==> src/rtl/int_fu_pkg.sv <==
// Shared opcodes and state encoding for the integer FU execute stage.
// Imported by the ALU and the stage top.
package int_fu_pkg;

  localparam int OP_W = 3;

  localparam logic [OP_W-1:0] OP_ADD = 3'd0;
  localparam logic [OP_W-1:0] OP_SUB = 3'd1;
  localparam logic [OP_W-1:0] OP_AND = 3'd2;
  localparam logic [OP_W-1:0] OP_OR  = 3'd3;
  localparam logic [OP_W-1:0] OP_XOR = 3'd4;
  localparam logic [OP_W-1:0] OP_SLL = 3'd5;
  localparam logic [OP_W-1:0] OP_SRL = 3'd6;

  typedef enum logic [1:0] {
    ST_IDLE = 2'd0,
    ST_EXEC = 2'd1,
    ST_WB   = 2'd2
  } state_t;

endpackage

==> src/rtl/int_alu.sv <==
// Combinational integer ALU: add/sub wrap, bitwise logic,
// logical shifts by the low log2(WIDTH) bits of b.
module int_alu
  import int_fu_pkg::*;
#(
  parameter int WIDTH = 16
) (
  input  logic [OP_W-1:0]  op,
  input  logic [WIDTH-1:0] a,
  input  logic [WIDTH-1:0] b,
  output logic [WIDTH-1:0] y
);

  localparam int SH_W = $clog2(WIDTH);

  logic [SH_W-1:0] sh;

  assign sh = b[SH_W-1:0];

  always_comb begin
    y = '0;
    unique case (op)
      OP_ADD:  y = a + b;
      OP_SUB:  y = a - b;
      OP_AND:  y = a & b;
      OP_OR:   y = a | b;
      OP_XOR:  y = a ^ b;
      OP_SLL:  y = a << sh;
      OP_SRL:  y = a >> sh;
      default: y = '0;
    endcase
  end

endmodule

==> src/rtl/int_fu_exec_stage.sv <==
// Scoreboard-issued integer FU: latch op, spend EXEC_LAT cycles,
// then hold the result with wb_req until write-back is granted.
module int_fu_exec_stage
  import int_fu_pkg::*;
#(
  parameter int WIDTH    = 16,
  parameter int TAG_W    = 4,
  parameter int EXEC_LAT = 2
) (
  input  logic             clk,
  input  logic             rst,
  input  logic             issue_valid,
  output logic             issue_ready,
  input  logic [2:0]       issue_op,
  input  logic [TAG_W-1:0] issue_dst,
  input  logic [WIDTH-1:0] issue_a,
  input  logic [WIDTH-1:0] issue_b,
  output logic             wb_req,
  output logic [TAG_W-1:0] wb_dst,
  output logic [WIDTH-1:0] wb_data,
  input  logic             wb_grant,
  output logic             busy
);

  localparam int CNT_W = (EXEC_LAT > 1) ? $clog2(EXEC_LAT) : 1;
  localparam logic [CNT_W-1:0] CNT_INIT = CNT_W'(EXEC_LAT - 1);

  state_t state, state_n;

  logic [CNT_W-1:0] cnt;
  logic [OP_W-1:0]  op_q;
  logic [TAG_W-1:0] dst_q;
  logic [WIDTH-1:0] a_q;
  logic [WIDTH-1:0] b_q;
  logic [WIDTH-1:0] alu_y;
  logic             fire;
  logic             done;

  int_alu #(
    .WIDTH (WIDTH)
  ) u_alu (
    .op (op_q),
    .a  (a_q),
    .b  (b_q),
    .y  (alu_y)
  );

  assign fire = issue_valid & issue_ready;
  assign done = (state == ST_EXEC) && (cnt == '0);

  always_ff @(posedge clk or posedge rst) begin
    if (rst) state <= ST_IDLE;
    else     state <= state_n;
  end

  always_comb begin
    state_n     = state;
    issue_ready = 1'b0;
    wb_req      = 1'b0;
    busy        = 1'b1;
    unique case (state)
      ST_IDLE: begin
        issue_ready = 1'b1;
        busy        = 1'b0;
        if (issue_valid) state_n = ST_EXEC;
      end
      ST_EXEC: begin
        if (cnt == '0) state_n = ST_WB;
      end
      ST_WB: begin
        wb_req = 1'b1;
        if (wb_grant) state_n = ST_IDLE;
      end
      default: state_n = ST_IDLE;
    endcase
  end

  always_ff @(posedge clk or posedge rst) begin
    if (rst) begin
      cnt     <= '0;
      op_q    <= '0;
      dst_q   <= '0;
      a_q     <= '0;
      b_q     <= '0;
      wb_dst  <= '0;
      wb_data <= '0;
    end else begin
      if (fire) begin
        cnt   <= CNT_INIT;
        op_q  <= issue_op;
        dst_q <= issue_dst;
        a_q   <= issue_a;
        b_q   <= issue_b;
      end
      if (state == ST_EXEC && cnt != '0) cnt <= cnt - 1'b1;
      // Result stays visible after the grant until the next op completes.
      if (done) begin
        wb_data <= alu_y;
        wb_dst  <= dst_q;
      end
    end
  end

endmodule

==> config.mk <==
export PLATFORM = sky130hd
export DESIGN_NAME = int_fu_exec_stage
export DESIGN_NICKNAME = d
export VERILOG_FILES = /design/src/rtl/int_fu_pkg.sv /design/src/rtl/int_alu.sv /design/src/rtl/int_fu_exec_stage.sv
export SDC_FILE = /design/constraint.sdc
export NUM_CORES = 1
export LEC_CHECK = 0
export BUFFER_PORTS_ARGS = -buffer_cell sky130_fd_sc_hd__buf_2
export CAP_MARGIN = 40
export CORE_MARGIN = 3
export CORE_UTILIZATION = 50
export DETAILED_ROUTE_END_ITERATION = 8
export PLACE_DENSITY = 0.7
export SETUP_SLACK_MARGIN = 0.2
export SLEW_MARGIN = 30
export SYNTH_ARGS = -nofsm -noshare
export SYNTH_HDL_FRONTEND = slang
export SYNTH_SLANG_ARGS = --single-unit
==> constraint.sdc <==
create_clock -name clk -period 6.03 [get_ports clk]
set_clock_uncertainty 0.15 [all_clocks]
set_input_delay 0.9045 -clock clk [delete_from_list [all_inputs] [get_ports clk]]
set_output_delay 0.9045 -clock clk [all_outputs]
set_load 0.05 [all_outputs]
==> results of run 1 <==
placed cells by master (no fill, tap or decap), types with 4 or more instances in the layout:
| master | n |
|---|---|
| a222oi_1 | 9 |
| o22ai_1 | 5 |
| mux4_2 | 6 |
| nand2_1 | 80 |
| buf_4 | 12 |
| nor3_1 | 12 |
| a21oi_1 | 38 |
| o2111ai_1 | 4 |
| o211ai_1 | 6 |
| a21o_1 | 8 |
| nand3_1 | 11 |
| dfrtp_1 | 62 |
| ha_1 | 49 |
| clkbuf_16 | 9 |
| nor2_1 | 49 |
| xnor2_1 | 18 |
| a22o_1 | 4 |
| inv_1 | 44 |
| nor2b_1 | 9 |
| xor2_1 | 4 |
| or3_1 | 4 |
| o211a_1 | 4 |
| nand2b_1 | 11 |
| o21ai_0 | 68 |
| buf_2 | 66 |
| a211oi_1 | 8 |
| a31oi_1 | 8 |
| a22oi_1 | 9 |
| o31ai_1 | 4 |
| mux2i_1 | 27 |
| nor4_1 | 4 |
| mux2_2 | 22 |
metrics by stage:
stage	std cells	setup slack [ps]	util, %	instance area (um2)	hold WS [ps]
finish	871	2100	58.0	6340	308
global placement	855	2280	55.3	6050	294
floorplan	683	2140	-	5640	268
CTS	870	2190	57.7	6310	309
detailed placement	856	2230	55.4	6060	303
global route	871	1860	58.0	6340	334
cell families (layout without fill, tap and decap cells):
| family | after synthesis | in the layout | share of synthesized area [%] |
|---|---|---|---|
| buffers and inverters | 92 | 140 | 6.36 |
| XOR/XNOR | 22 | 22 | 3.41 |
| flip-flops | 62 | 62 | 27.5 |
| AO/OA/AOI/OAI | 202 | 202 | 23.4 |
| multiplexers | 55 | 55 | 11.6 |
| adder cells (fa/ha/maj) | 50 | 50 | 11.2 |
| AND/OR/NAND/NOR | 200 | 200 | 16.5 |
cell type report:
type                       count  area share (%)
timing repair buffer          79            7.06
inverter                      47            2.78
sequential                    62            24.5
tap                          140            2.76
clock inverter                 2           0.158
multi-input combinational    529            58.9
clock buffer                  12            3.89
routing by layer:
| layer | global-route usage (%) | routed length (um) | part of all wire (%) | vias to the layer above |
|---|---|---|---|---|
| met1 | 44.4 | 8200 | 43 | 2642 |
| met3 | 5.18 | 1680 | 8.9 | 33 |
| met5 | 0 | 0 | 0 | - |
| met4 | 11.4 | 474 | 2.5 | 0 |
| met2 | 46.2 | 8500 | 45 | 295 |
| li1 | - | - | - | 2557 |
worst paths after layout:
| path | cells after the start | slack, ps | startpoint | to |
|---|---|---|---|---|
| max | 16 | 2100 | b_q[0] | wb_data[14] |
| min | 1 | 310 | state[1] | state[0] |
| min in group asynchronous | 3 | 430 | rst | b_q[5] |
| min reg2reg | 1 | 310 | state[1] | state[0] |
| max in group asynchronous | 4 | 4800 | rst | b_q[10] |
| max reg2reg | 16 | 2100 | b_q[0] | wb_data[14] |
state kept, by name, indices dropped and copies added (netlist names):
| name | count |
|---|---|
| cnt | 1 |
| op_q | 3 |
| wb_dst | 4 |
| dst_q | 4 |
| wb_data | 16 |
| a_q | 16 |
| b_q | 16 |
| state | 2 |
worst max-delay path: stages, from the launching register on:
cell	delay [ps]
dfrtp_1	560
buf_4	310
clkinv_1	80
ha_1	160
and3_1	200
nand3_1	110
o41ai_1	470
nand2_1	170
xnor2_1	170
ha_1	370
nand2_1	100
nor2_1	40
a211oi_1	320
o31a_1	210
a31oi_1	70
a22oi_1	180
o211ai_1	110
==> flow_summary.json, run 1 <==
{
  "cts_tree": "yes",
  "fill_cells": 1029,
  "path_class": "register to register",
  "cts_max_path_buffers": 2,
  "drcViolationCount": 0,
  "antenna_found_initial": 0,
  "synth.top_cell.area_share_pct": 27.5,
  "grt_pass1_vias": 5223,
  "dieArea_mm2": 0.0126,
  "ys_ff_latch": 62,
  "die_h_um": 112,
  "clk_latency_ps": 350,
  "crit_path_max_fanout": 18,
  "synthToLayoutAreaGrowth_pct": 12.4,
  "rows": 38,
  "finalCritPeriodShare_pct": 65.1,
  "synth_largest_area_cell": "dfrtp_1",
  "start_util_pct": 51.6,
  "grt_overflow": 0,
  "grtUsageTotal_pct": 30.7,
  "async_flop_share_pct": 100,
  "wl_per_cell_um": 21.6,
  "synth.top_cells.by_count": "nand2_1 (80), o21ai_0 (68), dfrtp_1 (62)",
  "yosysMostFrequentCell": "nand2_1",
  "cp-end-kind": "register",
  "num_antenna_cells": 0,
  "numCtsBuffers": 9,
  "syn_area_per_cell_um2": 8.26,
  "die_w_um": 112,
  "drt_first_pass_iters": 9,
  "setup_violations": 0,
  "synth_ff_type": "dfrtp_1",
  "grt_first_pass_wirelength_um": 30200,
  "status": "finished clean",
  "ys_seq_area_share_pct": 27.5,
  "rsz0062_at_grt": "no",
  "h-tree-depth": 3,
  "multiInputGateArea_mm2": 0.00373,
  "max_freq_mhz": 255,
  "crit_path_start_kind": "register",
  "synth_warnings": 0,
  "cap_violations": 0,
  "synthCells": 683,
  "wirelength_um": 18800,
  "synth.area.top_cells": "dfrtp_1 (27%), ha_1 (11%), o21ai_0 (6.0%), nand2_1 (5.3%), mux2i_1 (4.8%)",
  "clock_sinks": 62,
  "final_net_count": 821,
  "drt_iter0_markers": 634,
  "cts_setup_buffers": 0,
  "io-pin-count": 66,
  "portBuffers": 65,
  "final_hold_viol_count": 0,
  "drive_gt1_share_pct": 17.4,
  "slew-limit-headroom_pct": 52.8,
  "seq_area_mm2": 0.00155,
  "synth_edf_count": 0,
  "netlist-cell-type-count": 62,
  "period_minus_slack_ps": 3930,
  "vias": 5527,
  "path_clk_slew_ps": 60,
  "cts.repair.resized": 0,
  "cp.arrival_ps": 3990,
  "syn_nets": 776,
  "ant_nets": 0,
  "gp_congestion": 0.969,
  "worst_pin_slew_ps": 703,
  "hold_class": "register to register",
  "vias_per_cell": 6.35,
  "required_ps": 6090,
  "hpwl_um": 14100,
  "grt_max_degree": 63,
  "cts_root_buf": "clkbuf_16",
  "hold_buffers": 0,
  "fin_tns_setup_ps": 0,
  "drv_slew": 0,
  "core_area_mm2": 0.0109,
  "syn_area_mm2": 0.00564
}
Power of run 1 is left out: the tool's default activity adds up to more than one toggle a clock period on the data nets, which glitch-free logic cannot reach.
==> run 2: changes to the inputs <==
--- a/config.mk
+++ b/config.mk
@@ -5,6 +5,7 @@
 export SDC_FILE = /design/constraint.sdc
 export NUM_CORES = 1
 export LEC_CHECK = 0
+export ABC_AREA = 1
 export BUFFER_PORTS_ARGS = -buffer_cell sky130_fd_sc_hd__buf_2
 export CAP_MARGIN = 40
 export CORE_MARGIN = 3
==> constraint.sdc (replaced) <==
create_clock -name clk -period 3.91 [get_ports clk]
set_clock_uncertainty 0.15 [all_clocks]
set_input_delay 0.5865 -clock clk [delete_from_list [all_inputs] [get_ports clk]]
set_output_delay 0.5865 -clock clk [all_outputs]
set_load 0.05 [all_outputs]
==> flow_summary.json, run 2 <==
{
  "hold_class": "input pin to asynchronous set/reset pin",
  "finalCritPeriodShare_pct": 85.4,
  "vias": 6071,
  "synth.top_cell.area_share_pct": 27.3,
  "required_ps": 3990,
  "fin_tns_setup_ps": 0,
  "wirelength_um": 19300,
  "async_flop_share_pct": 100,
  "cp_cell_sequence": "inv_2, ha_1, inv_1, nor2_1, nand3_1, nor3_1, nand3_1, o21ai_1, xor2_1, ha_1, nand2_1, nand2_1, a21oi_1, nand2_1, a21oi_1, nand3_1, nand3_1, nand2_1, nand2_1, nand2_1",
  "die_w_um": 113,
  "io-pin-count": 66,
  "gp_congestion": 1.05,
  "drcViolationCount": 0,
  "netlist-cell-type-count": 40,
  "cp_slowest_cell": "dfrtp_1",
  "grtUsageTotal_pct": 31.1,
  "synth.top_cells.by_count": "nand2_1 (268), inv_1 (96), nand3_1 (87), nor2_1 (87), a21oi_1 (83)",
  "dieArea_mm2": 0.0127,
  "cap_violations": 0,
  "numCtsBuffers": 9,
  "postLayoutCoreUtil_pct": 58.6,
  "slew-limit-headroom_pct": 46.2,
  "synth_largest_area_cell": "dfrtp_1",
  "drt_iter0_markers": 558,
  "crit_path_max_fanout": 12,
  "cts_max_path_buffers": 2,
  "hold_buffers": 0,
  "final_net_count": 1041,
  "grt_max_degree": 49,
  "critPathTopFamily": "simple AND/OR/NAND/NOR gates",
  "path_class": "register to register",
  "ant_nets": 0,
  "cts_tree": "yes",
  "worst_pin_slew_ps": 804,
  "rsz0062_at_grt": "no",
  "cp_num_buf_inv": 2,
  "synth.area.top_cells": "dfrtp_1 (27%), nand2_1 (18%), ha_1 (11%), nand3_1 (7.6%), a21oi_1 (7.3%)",
  "holdWs_ps": 172,
  "cts_root_buf": "clkbuf_16",
  "drive_gt1_share_pct": 13.1,
  "synth_edf_count": 0,
  "period_minus_slack_ps": 3340,
  "layout_common_cells": "nand2_1 (267), inv_1 (95), nor2_1 (87), nand3_1 (87), a21oi_1 (82)",
  "grt_overflow": 0,
  "yosysMostFrequentCell": "nand2_1",
  "reg_top3": "a_q: 16 flops, b_q: 16 flops, wb_data: 16 flops",
  "start_util_pct": 51.8,
  "syn_area_mm2": 0.00569,
  "syn_area_per_cell_um2": 6.41,
  "fill_cells": 1110,
  "synthCells": 888,
  "die_h_um": 113,
  "ys_ff_latch": 62,
  "cp-end-kind": "register",
  "grt_first_pass_wirelength_um": 30700,
  "rows": 38,
  "crit_start": "b_q[0]",
  "cp.arrival_ps": 3420,
  "num_antenna_cells": 0,
  "cpMostUsedCell": "nand2_1",
  "crit_path_start_kind": "register",
  "final_common_cell": "nand2_1",
  "final_hold_viol_count": 0,
  "hpwl_um": 15300,
  "setup_violations": 0,
  "syn_nets": 981,
  "max_freq_mhz": 299,
  "vias_per_cell": 5.55,
  "path_clk_slew_ps": 60,
  "clk_latency_ps": 350,
  "wl_per_cell_um": 17.6,
  "clock_sinks": 62,
  "ys_seq_area_share_pct": 27.3,
  "grt_pass1_vias": 5761,
  "status": "finished clean",
  "synthToLayoutAreaGrowth_pct": 13.0,
  "antenna_found_initial": 0,
  "reg2reg_from": "b_q[0]",
  "core_area_mm2": 0.0110,
  "synth_ff_type": "dfrtp_1",
  "drv_slew": 0,
  "portBuffers": 65,
  "h-tree-depth": 3,
  "synth_warnings": 0,
  "drt_first_pass_iters": 6,
  "max_stage_delay_ps": 390
}
## run 2: cell types whose count changed after synthesis, moves of 11 or more
cell and change:
inv_1 +51, nand2_1 +188, mux2_2 -22, xnor2_1 -17, nand3_1 +76, o21ai_0 -31
clkbuf_1 -15, nor2_1 +38, mux2i_1 -25, nand2b_1 -11, a21oi_1 +45
## run 2: timing repair
action,in CTS,in global routing
hold endpoints to repair,0,0
setup endpoints to repair,0,1
resized for setup,0,3
buffers inserted,0,0
## run 2: logic make-up after synthesis
| logic type | synth area share, % |
|---|---|
| mux | 0.352 |
| xor+xnor | 2.15 |
| compound gates | 14.2 |
| buf+inv | 9.43 |
| flops | 27.3 |
| fa+ha+maj | 11.1 |
| simple gates | 35.5 |
## run 2: per-stage QoR
| stage | instance area, um2 | instances | worst slack (ps) |
|---|---|---|---|
| 4_1_cts | 6430 | 1093 | 551 |
| 3_3_place_gp | 6160 | 1077 | 627 |
| 5_1_grt | 6430 | 1093 | 223 |
| 2_1_floorplan | 5690 | 888 | 815 |
| 6_report | 6430 | 1093 | 570 |
| 3_5_place_dp | 6160 | 1077 | 571 |
## run 2: layout make-up
cell class	instances	area, um2	area share (%)
clock inverter	6	36.3	0.564
sequential	62	1550	24.2
timing repair buffer	79	430	6.69
clock buffer	10	229	3.56
tap	140	175	2.72
multi-input combinational	691	3610	56.1
inverter	105	397	6.17
## run 2: final timing paths
kind / to / slack [ps] / cells after the start
hold / removal: b_q[14] / 170 / 2
min in group clk: state[1] / 260 / 2
setup / recovery: wb_data[15] / 570 / 20
hold reg to reg: wb_data[9] / 330 / 2
setup reg to reg: wb_data[15] / 570 / 20
max in group asynchronous: wb_data[6] / 2800 / 3
## run 2: per-layer routing
metal	vias to the layer above	routed length, um	track usage, %
li1	2987	-	-
met1	2747	8720	44.3
met2	286	7840	44.2
met3	51	2050	9.63
met4	0	673	12.0
met5	-	0	0
## run 2: worst reg2reg max path, stage by stage (launching register included)
cell and delay (ps):
dfrtp_1 390, inv_2 200, ha_1 190, inv_1 60, nor2_1 120, nand3_1 170
nor3_1 230, nand3_1 140, o21ai_1 170, xor2_1 170, ha_1 320, nand2_1 100
nand2_1 100, a21oi_1 200, nand2_1 70, a21oi_1 120, nand3_1 80, nand3_1 70
nand2_1 60, nand2_1 60, nand2_1 50
Power of run 2 is left out for the same reason.
==> run 3: changes to the inputs <==
--- a/config.mk
+++ b/config.mk
@@ -6,8 +6,9 @@
 export NUM_CORES = 1
 export LEC_CHECK = 0
 export ABC_AREA = 1
-export BUFFER_PORTS_ARGS = -buffer_cell sky130_fd_sc_hd__buf_2
+export BUFFER_PORTS_ARGS = -buffer_cell sky130_fd_sc_hd__buf_4
 export CAP_MARGIN = 40
+export CORE_ASPECT_RATIO = 1.2
 export CORE_MARGIN = 3
 export CORE_UTILIZATION = 50
 export DETAILED_ROUTE_END_ITERATION = 8
==> flow_summary.json, run 3 (synthesis gave the netlist of run 2 again) <==
{
  "ant_nets": 0,
  "cp-end-kind": "register",
  "vias": 6075,
  "cp.arrival_ps": 3390,
  "rsz0062_at_grt": "no",
  "r2r_cells": 18,
  "antenna_found_initial": 0,
  "start_util_pct": 51.3,
  "core_area_mm2": 0.0111,
  "synthToLayoutAreaGrowth_pct": 16.3,
  "use_met3_pct": 6.21,
  "final_common_cell": "nand2_1",
  "hold_class": "input pin to asynchronous set/reset pin",
  "fin_tns_setup_ps": 0,
  "period_minus_slack_ps": 3320,
  "drv_slew": 0,
  "numCtsBuffers": 9,
  "cap_violations": 0,
  "path_class": "register to register",
  "wl_per_cell_um": 17.5,
  "gp_congestion": 1.08,
  "multiInputGateArea_mm2": 0.00361,
  "status": "finished clean",
  "slew-limit-headroom_pct": 48.9,
  "final_net_count": 1042,
  "max_freq_mhz": 302,
  "wirelength_um": 19400,
  "reg_top3": "a_q: 16 flops, b_q: 16 flops, wb_data: 16 flops",
  "r2r_slack_ps": 590,
  "grt_max_degree": 51,
  "final_hold_viol_count": 0,
  "layout_common_cells": "nand2_1 (267), inv_1 (95), nor2_1 (87), nand3_1 (87), a21oi_1 (83)",
  "drt_first_pass_iters": 6,
  "die_h_um": 123,
  "cts_max_path_buffers": 2,
  "die_w_um": 103,
  "crit_path_start_kind": "register",
  "h-tree-depth": 3,
  "vias_per_cell": 5.48,
  "rows": 42,
  "io-pin-count": 66,
  "cts_root_buf": "clkbuf_16",
  "grt_pass1_vias": 5534,
  "finalCritPeriodShare_pct": 84.8,
  "required_ps": 3980,
  "grtUsageTotal_pct": 31.6,
  "grt_overflow": 0,
  "worst_pin_slew_ps": 766,
  "grt_first_pass_wirelength_um": 30100,
  "num_antenna_cells": 0,
  "fill_cells": 1128,
  "grt_busiest_layer": "met2",
  "drive_gt1_share_pct": 13.0,
  "clk_latency_ps": 340,
  "grt_util_met1_pct": 45.2,
  "grt.met2_usage_pct": 47.3,
  "path_clk_slew_ps": 60,
  "crit_path_max_fanout": 10,
  "seq_area_mm2": 0.00155,
  "drt_iter0_markers": 528,
  "setup_violations": 0,
  "dieArea_mm2": 0.0127,
  "hpwl_um": 15400,
  "cts_tree": "yes",
  "clock_sinks": 62,
  "drcViolationCount": 0,
  "portBuffers": 65
}
## run 3: worst max-delay path, cell delays in order, from the launching register on
cell and delay [ps]:
dfrtp_1 550, inv_1 140, nand2_1 150, nor2_1 150, nand3_1 180, nor3_2 180, nand3_1 130, o21ai_1 190
xor2_1 180, ha_1 330, nand2_1 110, nand2_1 70, o21bai_1 160, a21oi_1 160, nand3b_1 100, nand3_1 90
nand2_1 80, nand2_1 70, nand2_1 40
## run 3: area by class of cell
class                      instances  area share (%)
timing repair buffer              80            9.07
multi-input combinational        691            54.6
clock inverter                     6           0.548
inverter                         105            5.99
clock buffer                      10            3.46
tap                              154            2.91
sequential                        62            23.4
## run 3: repair_timing
item	4_1_cts	5_1_grt
gates resized for setup	0	1
hold buffers	0	0
endpoints found under the setup margin	0	2
setup buffers	0	0
## run 3: path summary, 6_finish.rpt
kind / start / end
max in group asynchronous: rst / b_q[3]
worst max register to register: b_q[2] / wb_data[13]
worst min register to register: wb_data[11] / wb_data[11]
min in group clk: wb_grant / state[1]
worst max-delay path: b_q[2] / wb_data[13]
worst min-delay path: rst / wb_dst[2]
## run 3: per-stage QoR
step	utilization, %	instance area [um2]	hold WS [ps]	instances	setup WS (ps)
floorplan	-	5690	324	888	815
global placement	57.2	6350	316	1092	597
detailed placement	57.3	6350	326	1092	621
CTS	59.6	6610	202	1108	600
global route	59.7	6620	230	1108	262
finish	59.7	6620	179	1108	594
## run 3: routing by layer
layer / up-vias / share of wire (%)
met5: - / 0
met4: 0 / 3.2
met3: 41 / 7.6
met2: 249 / 44
met1: 2787 / 45
li1: 2998 / -
Power of run 3 is left out for the same reason.
